===== src/rtl/core_config_pkg.sv =====
// -----------------------------------------------------------------------------
// core_config_pkg
//   Core-wide configuration shared by the execution units.
//
//   XLEN      : architectural register width (dividend / divisor width).
//   XLEN_MIN  : most negative two's-complement XLEN value.
//   neg_mag() : two's-complement magnitude, widened by one bit so the
//               magnitude of XLEN_MIN is representable.
// -----------------------------------------------------------------------------
package core_config_pkg;

  localparam int XLEN = 32;

  localparam logic [XLEN-1:0] XLEN_MIN = {1'b1, {(XLEN-1){1'b0}}};

  // Magnitude of an XLEN operand as an XLEN+1 bit value. When is_signed is
  // clear the operand is zero-extended unchanged.
  function automatic logic [XLEN:0] neg_mag(input logic [XLEN-1:0] v,
                                            input logic            is_signed);
    logic [XLEN:0] ext;
    ext = {is_signed & v[XLEN-1], v};
    return (is_signed && v[XLEN-1]) ? -ext : ext;
  endfunction

endpackage : core_config_pkg


===== src/rtl/divider.sv =====
// -----------------------------------------------------------------------------
// divider
//   Iterative restoring integer divider, one quotient bit per clock.
//   Handles signed (DIV/REM) and unsigned (DIVU/REMU) operation, with
//   RISC-V style results for divide-by-zero and signed overflow.
//
//   Optional feature macro: DIVIDER_EARLY_OUT_EN
//     When defined, divide-by-zero, signed overflow and |X| < |Y| bypass the
//     iterative phase and complete two cycles after start. When undefined,
//     every operation takes XLEN+2 cycles from start to valid.
//
//   Ports
//     clk        in   rising-edge clock
//     rst        in   asynchronous, active-high reset
//     start      in   request, only sampled while idle
//     is_signed  in   1 = two's-complement operands, 0 = unsigned
//     X          in   dividend, sampled with start
//     Y          in   divisor, sampled with start
//     busy       out  operation in flight (from cycle after start to valid)
//     valid      out  one-cycle pulse, Q/R valid in that cycle
//     Q          out  quotient (held until the next completion)
//     R          out  remainder (held until the next completion)
// -----------------------------------------------------------------------------
module divider
  import core_config_pkg::*;
(
  input  logic            clk,
  input  logic            rst,
  input  logic            start,
  input  logic            is_signed,
  input  logic [XLEN-1:0] X,
  input  logic [XLEN-1:0] Y,
  output logic            busy,
  output logic            valid,
  output logic [XLEN-1:0] Q,
  output logic [XLEN-1:0] R
);

  localparam int CNT_W = $clog2(XLEN);
  localparam logic [CNT_W-1:0] CNT_LAST = CNT_W'(XLEN - 1);

  typedef enum logic [1:0] {
    IDLE,
    CALC,
    FIX
  } state_e;

  state_e          state_q, state_d;
  logic [CNT_W-1:0] count_q, count_d;
  // quo_q starts as |X| and shifts left: dividend bits leave at the top while
  // quotient bits enter at the bottom.
  logic [XLEN-1:0] quo_q,   quo_d;
  logic [XLEN:0]   rem_q,   rem_d;    // partial remainder
  logic [XLEN:0]   div_q,   div_d;    // |Y|
  logic            q_neg_q, q_neg_d;  // quotient must be negated
  logic            r_neg_q, r_neg_d;  // remainder takes the dividend sign
  logic            dz_q,    dz_d;     // divide by zero
  logic            valid_q, valid_d;
  logic [XLEN-1:0] q_q,     q_d;
  logic [XLEN-1:0] r_q,     r_d;

  // ---------------------------------------------------------------------------
  // Operand capture helpers
  // ---------------------------------------------------------------------------
  logic            x_neg, y_neg;
  logic [XLEN:0]   abs_x, abs_y;

  assign x_neg = is_signed & X[XLEN-1];
  assign y_neg = is_signed & Y[XLEN-1];
  assign abs_x = neg_mag(X, is_signed);
  assign abs_y = neg_mag(Y, is_signed);

  // ---------------------------------------------------------------------------
  // One restoring step: shift the next dividend bit into the partial
  // remainder and trial-subtract the divisor. The extra top bit of the
  // subtraction is the borrow; no borrow means the divisor fits.
  // ---------------------------------------------------------------------------
  logic [XLEN:0]   rem_shift;
  logic [XLEN+1:0] trial;
  logic            fits;

  assign rem_shift = {rem_q[XLEN-1:0], quo_q[XLEN-1]};
  assign trial     = {1'b0, rem_shift} - {1'b0, div_q};
  assign fits      = ~trial[XLEN+1];

  // ---------------------------------------------------------------------------
  // Sign fix-up applied in FIX. The partial remainder is always below the
  // divisor magnitude, so its low XLEN bits hold the whole value.
  // ---------------------------------------------------------------------------
  logic [XLEN-1:0] r_mag;
  logic [XLEN-1:0] q_fix, r_fix;

  assign r_mag = rem_q[XLEN-1:0];
  assign q_fix = dz_q    ? '1 : (q_neg_q ? -quo_q : quo_q);
  assign r_fix = r_neg_q ? -r_mag : r_mag;

  // Top bits that are provably zero by construction.
  logic unused_bits;
  assign unused_bits = ^{rem_q[XLEN], abs_x[XLEN]};

`ifdef DIVIDER_EARLY_OUT_EN
  logic ovf;
  logic early;
  assign ovf   = is_signed && (X == XLEN_MIN) && (Y == '1);
  assign early = (Y == '0) || ovf || (abs_x < abs_y);
`endif

  // ---------------------------------------------------------------------------
  // Next-state and datapath control
  // ---------------------------------------------------------------------------
  always_comb begin
    // NOTE: every variable gets a default before any branch, so no path
    // leaves one unassigned and no latch is inferred.
    state_d = state_q;
    count_d = count_q;
    quo_d   = quo_q;
    rem_d   = rem_q;
    div_d   = div_q;
    q_neg_d = q_neg_q;
    r_neg_d = r_neg_q;
    dz_d    = dz_q;
    valid_d = 1'b0;
    q_d     = q_q;
    r_d     = r_q;

    unique case (state_q)
      IDLE: begin
        if (start) begin
          div_d   = abs_y;
          q_neg_d = x_neg ^ y_neg;
          r_neg_d = x_neg;
          dz_d    = (Y == '0);
          count_d = '0;
`ifdef DIVIDER_EARLY_OUT_EN
          if (early) begin
            // Overflow: |Y| is 1, so the quotient is |X| with no remainder.
            // Divide by zero and |X| < |Y| leave the dividend as remainder.
            quo_d   = ovf ? abs_x[XLEN-1:0] : '0;
            rem_d   = ovf ? '0 : abs_x;
            state_d = FIX;
          end else begin
            quo_d   = abs_x[XLEN-1:0];
            rem_d   = '0;
            state_d = CALC;
          end
`else
          quo_d   = abs_x[XLEN-1:0];
          rem_d   = '0;
          state_d = CALC;
`endif
        end
      end

      CALC: begin
        rem_d   = fits ? trial[XLEN:0] : rem_shift;
        quo_d   = {quo_q[XLEN-2:0], fits};
        count_d = (count_q == CNT_LAST) ? '0 : count_q + 1'b1;
        if (count_q == CNT_LAST) begin
          state_d = FIX;
        end
      end

      FIX: begin
        q_d     = q_fix;
        r_d     = r_fix;
        valid_d = 1'b1;
        state_d = IDLE;
      end

      default: state_d = IDLE;
    endcase
  end

  // ---------------------------------------------------------------------------
  // State registers
  // ---------------------------------------------------------------------------
  // NOTE: the operand/working registers are reset along with the control
  // state so that nothing observable depends on pre-reset contents.
  always_ff @(posedge clk or posedge rst) begin
    if (rst) begin
      state_q <= IDLE;
      count_q <= '0;
      quo_q   <= '0;
      rem_q   <= '0;
      div_q   <= '0;
      q_neg_q <= 1'b0;
      r_neg_q <= 1'b0;
      dz_q    <= 1'b0;
      valid_q <= 1'b0;
      q_q     <= '0;
      r_q     <= '0;
    end else begin
      // NOTE: non-blocking assignments so every register samples the values
      // from before this edge, independent of statement order.
      state_q <= state_d;
      count_q <= count_d;
      quo_q   <= quo_d;
      rem_q   <= rem_d;
      div_q   <= div_d;
      q_neg_q <= q_neg_d;
      r_neg_q <= r_neg_d;
      dz_q    <= dz_d;
      valid_q <= valid_d;
      q_q     <= q_d;
      r_q     <= r_d;
    end
  end

  assign busy  = (state_q != IDLE);
  assign valid = valid_q;
  assign Q     = q_q;
  assign R     = r_q;

endmodule : divider


===== config.mk =====
export PLATFORM = sky130hd
export DESIGN_NAME = divider
export DESIGN_NICKNAME = d
export VERILOG_FILES = /design/src/rtl/core_config_pkg.sv /design/src/rtl/divider.sv
export SDC_FILE = /design/constraint.sdc
export NUM_CORES = 1
export LEC_CHECK = 0
export BUFFER_PORTS_ARGS = -buffer_cell sky130_fd_sc_hd__buf_2
export CORE_MARGIN = 3
export CORE_UTILIZATION = 50
export CTS_CLUSTER_DIAMETER = 100
export DETAILED_ROUTE_END_ITERATION = 10
export GPL_TIMING_DRIVEN = 0
export MAX_ROUTING_LAYER = met4
export PLACE_DENSITY_LB_ADDON = 0.2
export SYNTH_ARGS = -nofsm -noshare
export SYNTH_HDL_FRONTEND = slang
export SYNTH_SLANG_ARGS = --single-unit

===== constraint.sdc =====
create_clock -name clk -period 9.8 [get_ports clk]
set_clock_uncertainty 0.05 [all_clocks]
set_input_delay 0.98 -clock clk [delete_from_list [all_inputs] [get_ports clk]]
set_output_delay 0.98 -clock clk [all_outputs]
set_load 0.01 [all_outputs]

# --- After elaboration in Yosys (flattened, before gate mapping) ---
# Index checks and enable logic that the tools add are counted.
totals:
  inputBits: 68
  regBits: 172
  out_inout_bits: 66
  word_cells: 52
classes:
  n_eq_ne: 5
  addsub: 6
  mux: 17
  reduce_logical: 9
  bitwise: 4
ops:
  columns: ["operator", "n"]
  rows:
  - ["32-bit 2-to-1 mux", 7]
  - ["32-bit case mux with 2 select lines", 2]
  - ["32-bit negator", 3]
  - ["33-bit by 33-bit subtractor with 34-bit output", 1]
  - ["33-bit 2-to-1 mux", 1]
  - ["33-bit negator", 1]
  - ["32-bit zero test", 1]
  - ["5-bit 2-to-1 mux", 2]
  - ["5-bit case mux with 2 select lines", 1]
  - ["2-bit AND reduction", 3]
  - ["5-bit by 1-bit adder with 5-bit output, second input constant", 1]
  - ["5-bit equality test, second input constant", 1]
  - ["2-bit 2-to-1 mux", 2]
  - ["2-bit inequality test, second input constant", 2]
  - ["2-bit case mux with 2 select lines", 1]
  - ["2-bit nonzero test", 2]
  - ["1-bit bitwise AND", 2]
  - ["2-bit by 1-bit equality test with 1-bit output, second input constant", 1]
  - ["2-bit equality test, second input constant", 1]
  - ["1-bit logical AND", 2]
  - ["2-bit zero test", 1]
  - ["1-bit 2-to-1 mux", 1]
  - ["1-bit inverter", 1]
  - ["1-bit XOR", 1]

# --- Logic depth before layout (Yosys ltp) ---
logic_depth:
  depth_word: 4
  ltp_mapped: 13
  ltp_nobuf: 12

# --- Least setup slack after synthesis ---
# Ideal clock, no wire load.
synth_timing:
  path_kind: "register to register"
  startpoint: "register quo_q[0]"
  endpoint: "register q_q[30] (netlist: Q[30])"
  required_ns: 9.613
  path_slack_ns: 6.392
  period_less_slack_ns: 3.408
  arrival_time_ns: 3.221
  path_buffers: 0
  stages_incl_launch_ff: 12
  setup_time_ns: 0.137
  path_cell_list: "dfrtp_1 -> inv_1 -> ha_1 -> or3b_1 -> or3_1 -> or3_4 -> or4_4 -> or4_4 -> or2_4 -> o21ai_2 -> xor2_1 -> a21oi_1"
synth_between:
  elab_chain_len: 3
synth_rtl:
  columns: ["element", "line", "rtl"]
  rows:
  - ["start, declared", "divider.sv:52", "logic [XLEN-1:0] quo_q, quo_d;"]
  - ["start signal, assigned", "divider.sv:197", "quo_q <= quo_d;"]
  - ["32-bit negator", "divider.sv:94", "assign q_fix = dz_q ? '1 : (q_neg_q ? -quo_q : quo_q);"]
  - ["32-bit 2-to-1 mux (2 in series)", "divider.sv:94", null]
  - ["end signal, assigned", "divider.sv:204", "q_q <= q_d;"]
  - ["end, declared", "divider.sv:59", "logic [XLEN-1:0] q_q, q_d;"]
# No other way between the ends.
# A chain may end at the register's enable or synchronous reset.

# --- Worst setup path after layout ---
layout_timing:
  startpoint: "register quo_q[0]"
  endpoint: "register q_q[28] (netlist: Q[28])"
# Same word-level chain as after synthesis.

==> results_dict.tcl <==
set metrics [dict create \
    post-cts-setup-buffers 0 \
    cts-buffers-inserted 17 \
    synthTopCellsByArea "dfrtp_1, o21ai_0, xor2_1, a21oi_1, nand2_1" \
    row_count 53 \
    overflow 0 \
    clkSinkCount 172 \
    grt_pass1_vias 9241 \
    cts_resized 0 \
    synth-compound-area-share_pct 22.7 \
    ff2ff_setup_slack_ps 6040 \
    clockBufferDepth 2 \
    synth_area_sq_um 10900 \
    ys_types 56 \
    routabilityCongestion 0.953 \
    synth_fp_nets 1395 \
    rsz0062_at_grt "no" \
    critPathCaptureType "flip-flop" \
    hp-class "reg -> reg" \
    fmax_mhz 266 \
    netlist_instances 1287 \
    synth_area_per_cell_sq_um 8.44 \
    syn2layout_area_growth_pct 15.9 \
    drive_gt1_share_pct 12.3 \
    clk_pin_slew_ps 70 \
    pre_cts_slack_ps 6030 \
    layout_min_cycle_time_ps 3760 \
    ys_ff_latch 172 \
    initial_core_util_pct 51.4 \
    core_area_sq_um 21200 \
    synth_mux_area_share_pct 1.01 \
    drtIter0Drc 682 \
    synth_top_area_cell "dfrtp_1" \
    worstPathRequired_ps 10050 \
    port_buffers 133 \
    vias 9944 \
    maxSlewHeadroom_pct 55.3 \
    crit_type "reg -> reg" \
    slew_viol_final 0 \
    ant_nets 0 \
    path_max_fanout 5 \
    synthAdderAreaFrac_pct 4.68 \
    power_density_nw_per_um2 380 \
    die-area_sq_um 23500 \
    cts_root_buf "clkbuf_16" \
    dieWidth_um 153 \
    yosysSeqAreaShare_pct 39.6 \
    arrival_ps 4010 \
    whs_ps 427 \
    fin_crit_sh_pct 38.4 \
    hold_viol_final 0 \
    worst_slack_ps 6040 \
    final_cells 1728 \
    grt_max_degree 126 \
    worstMarginPinSlew_ps 670 \
    yosys.cell_count.top_type "o21ai_0" \
    drc 0 \
    tritoncts "yes" \
    status "completed" \
    synthTopCellsByCount "o21ai_0, dfrtp_1, nand2_1" \
    routed_wirelength_mm 29.7 \
    ioPinCount 134 \
    grt_pass1_wl_mm 47.9 \
    diodes 0 \
    synth_top_family_by_area "compound AO/OA/AOI/OAI gates" \
    synth_ff_type "dfrtp_1" \
    hold_buffers 0 \
    antenna_found_initial 0 \
    synthSimpleGateAreaFrac_pct 16.3 \
    final_nets 1548 \
    synth_top_area_share_pct 39.6 \
    clock_latency_ps 440 \
    first_pass_iters 6 \
    viasPerCell 5.75 \
    startpoint_type "flip-flop" \
    dp_cells 1696 \
    grt_use_total_pct 25.4 \
    fin_setup_tns_ps 0 \
    hpwl_mm 22.8 \
    setup_viol 0 \
    h-tree-depth 4 \
    ys_warn_count 0 \
    async_flop_share_pct 100 \
    maxCapViolations 0 \
    p_leak_uw 0.00556 \
    wl_per_cell_um 17.2 \
    synth_xor_area_share_pct 11.5 \
    peakVddDrop_mv 0.180 \
    synth-edff-count 0 \
    chipHeight_um 153 \
]
[cell families after synthesis]
| kind of cell | after synthesis |
|---|---|
| AO/OA/AOI/OAI | 420 |
| AND/OR/NAND/NOR | 381 |
| flip-flops | 172 |
| XOR/XNOR | 143 |
| buffers and inverters | 120 |
| adder cells (fa/ha/maj) | 40 |
| multiplexers | 11 |
[worst paths after layout]
path | startpoint | end | depth (start not counted)
hold reg to reg | R[31]$_DFFE_PP0P_ | R[31]$_DFFE_PP0P_ | 2
min in group asynchronous | rst | Q[29]$_DFFE_PP0P_ | 2
setup / recovery | quo_q[0]$_DFFE_PP0P_ | Q[28]$_DFFE_PP0P_ | 11
setup reg to reg | quo_q[0]$_DFFE_PP0P_ | Q[28]$_DFFE_PP0P_ | 11
max in group asynchronous | rst | div_q[16]$_DFFE_PP0P_ | 3
hold / removal | R[31]$_DFFE_PP0P_ | R[31]$_DFFE_PP0P_ | 2
[routing by layer]
metal	part of all wire (%)	track usage, %	vias to the layer above
met4	1.4	6.64	0
met5	0	-	-
met1	49	37.9	4704
met3	6.3	3.79	25
li1	-	-	4888
met2	43	36.4	327
[registers in the layout, indices dropped and copies added (netlist names)]
register,count
count_q,5
R,32
state_q,2
r_neg_q,1
quo_q,32
rem_q,32
valid,1
dz_q,1
div_q,33
q_neg_q,1
Q,32
[report_power, final]
group / total (uW) / switching [uW] / leakage (uW) / internal (uW)
clock: 782 / 308 / 0.000324 / 473
sequential: 1350 / 346 / 0.00206 / 1000
combinational: 2650 / 1580 / 0.00317 / 1080
total: 4780 / 2230 / 0.00556 / 2560
[cells in the final DEF, fill, tap and decap left out, types with 12 or more instances in the layout]
cell type  instances
o21ai_0          181
dfrtp_1          172
nand2_1          138
buf_2            133
a21oi_1          109
xor2_1           100
nor2_1            96
clkbuf_1          63
inv_1             53
xnor2_1           43
ha_1              39
nand3_1           34
a22oi_1           31
o31ai_1           27
nor3_1            18
o41ai_1           17
clkbuf_16         17
or3_1             15
nand2b_1          13
nor2b_1           12
[worst max-delay path, stage by stage, from the launching register on]
cell     delay [ps]
dfrtp_1         430
inv_1            80
ha_1            190
or3b_1          410
or3_1           350
or3_4           380
or4_4           550
or4_4           520
or2_4           280
o21ai_2         140
xor2_1          180
a21oi_1          80
[through the flow]
stage | util, % | instance area, sq um | total power, uW
2_1_floorplan | - | 10900 | 3250
3_3_place_gp | 56.1 | 11900 | 3890
3_5_place_dp | 56.3 | 11900 | 3950
4_1_cts | 59.5 | 12600 | 4750
5_1_grt | 59.5 | 12600 | 5190
6_report | 59.5 | 12600 | 4780
[layout make-up]
class                      count  area [sq um]
timing repair buffer         134           693
inverter                      54           210
fill                        1956          8570
sequential                   172          4300
buffer                        66           248
clock buffer                  19           453
clock inverter                13           225
multi-input combinational    995          6110
tap                          275           344
No activity file was read; power rests on OpenSTA's default activity.
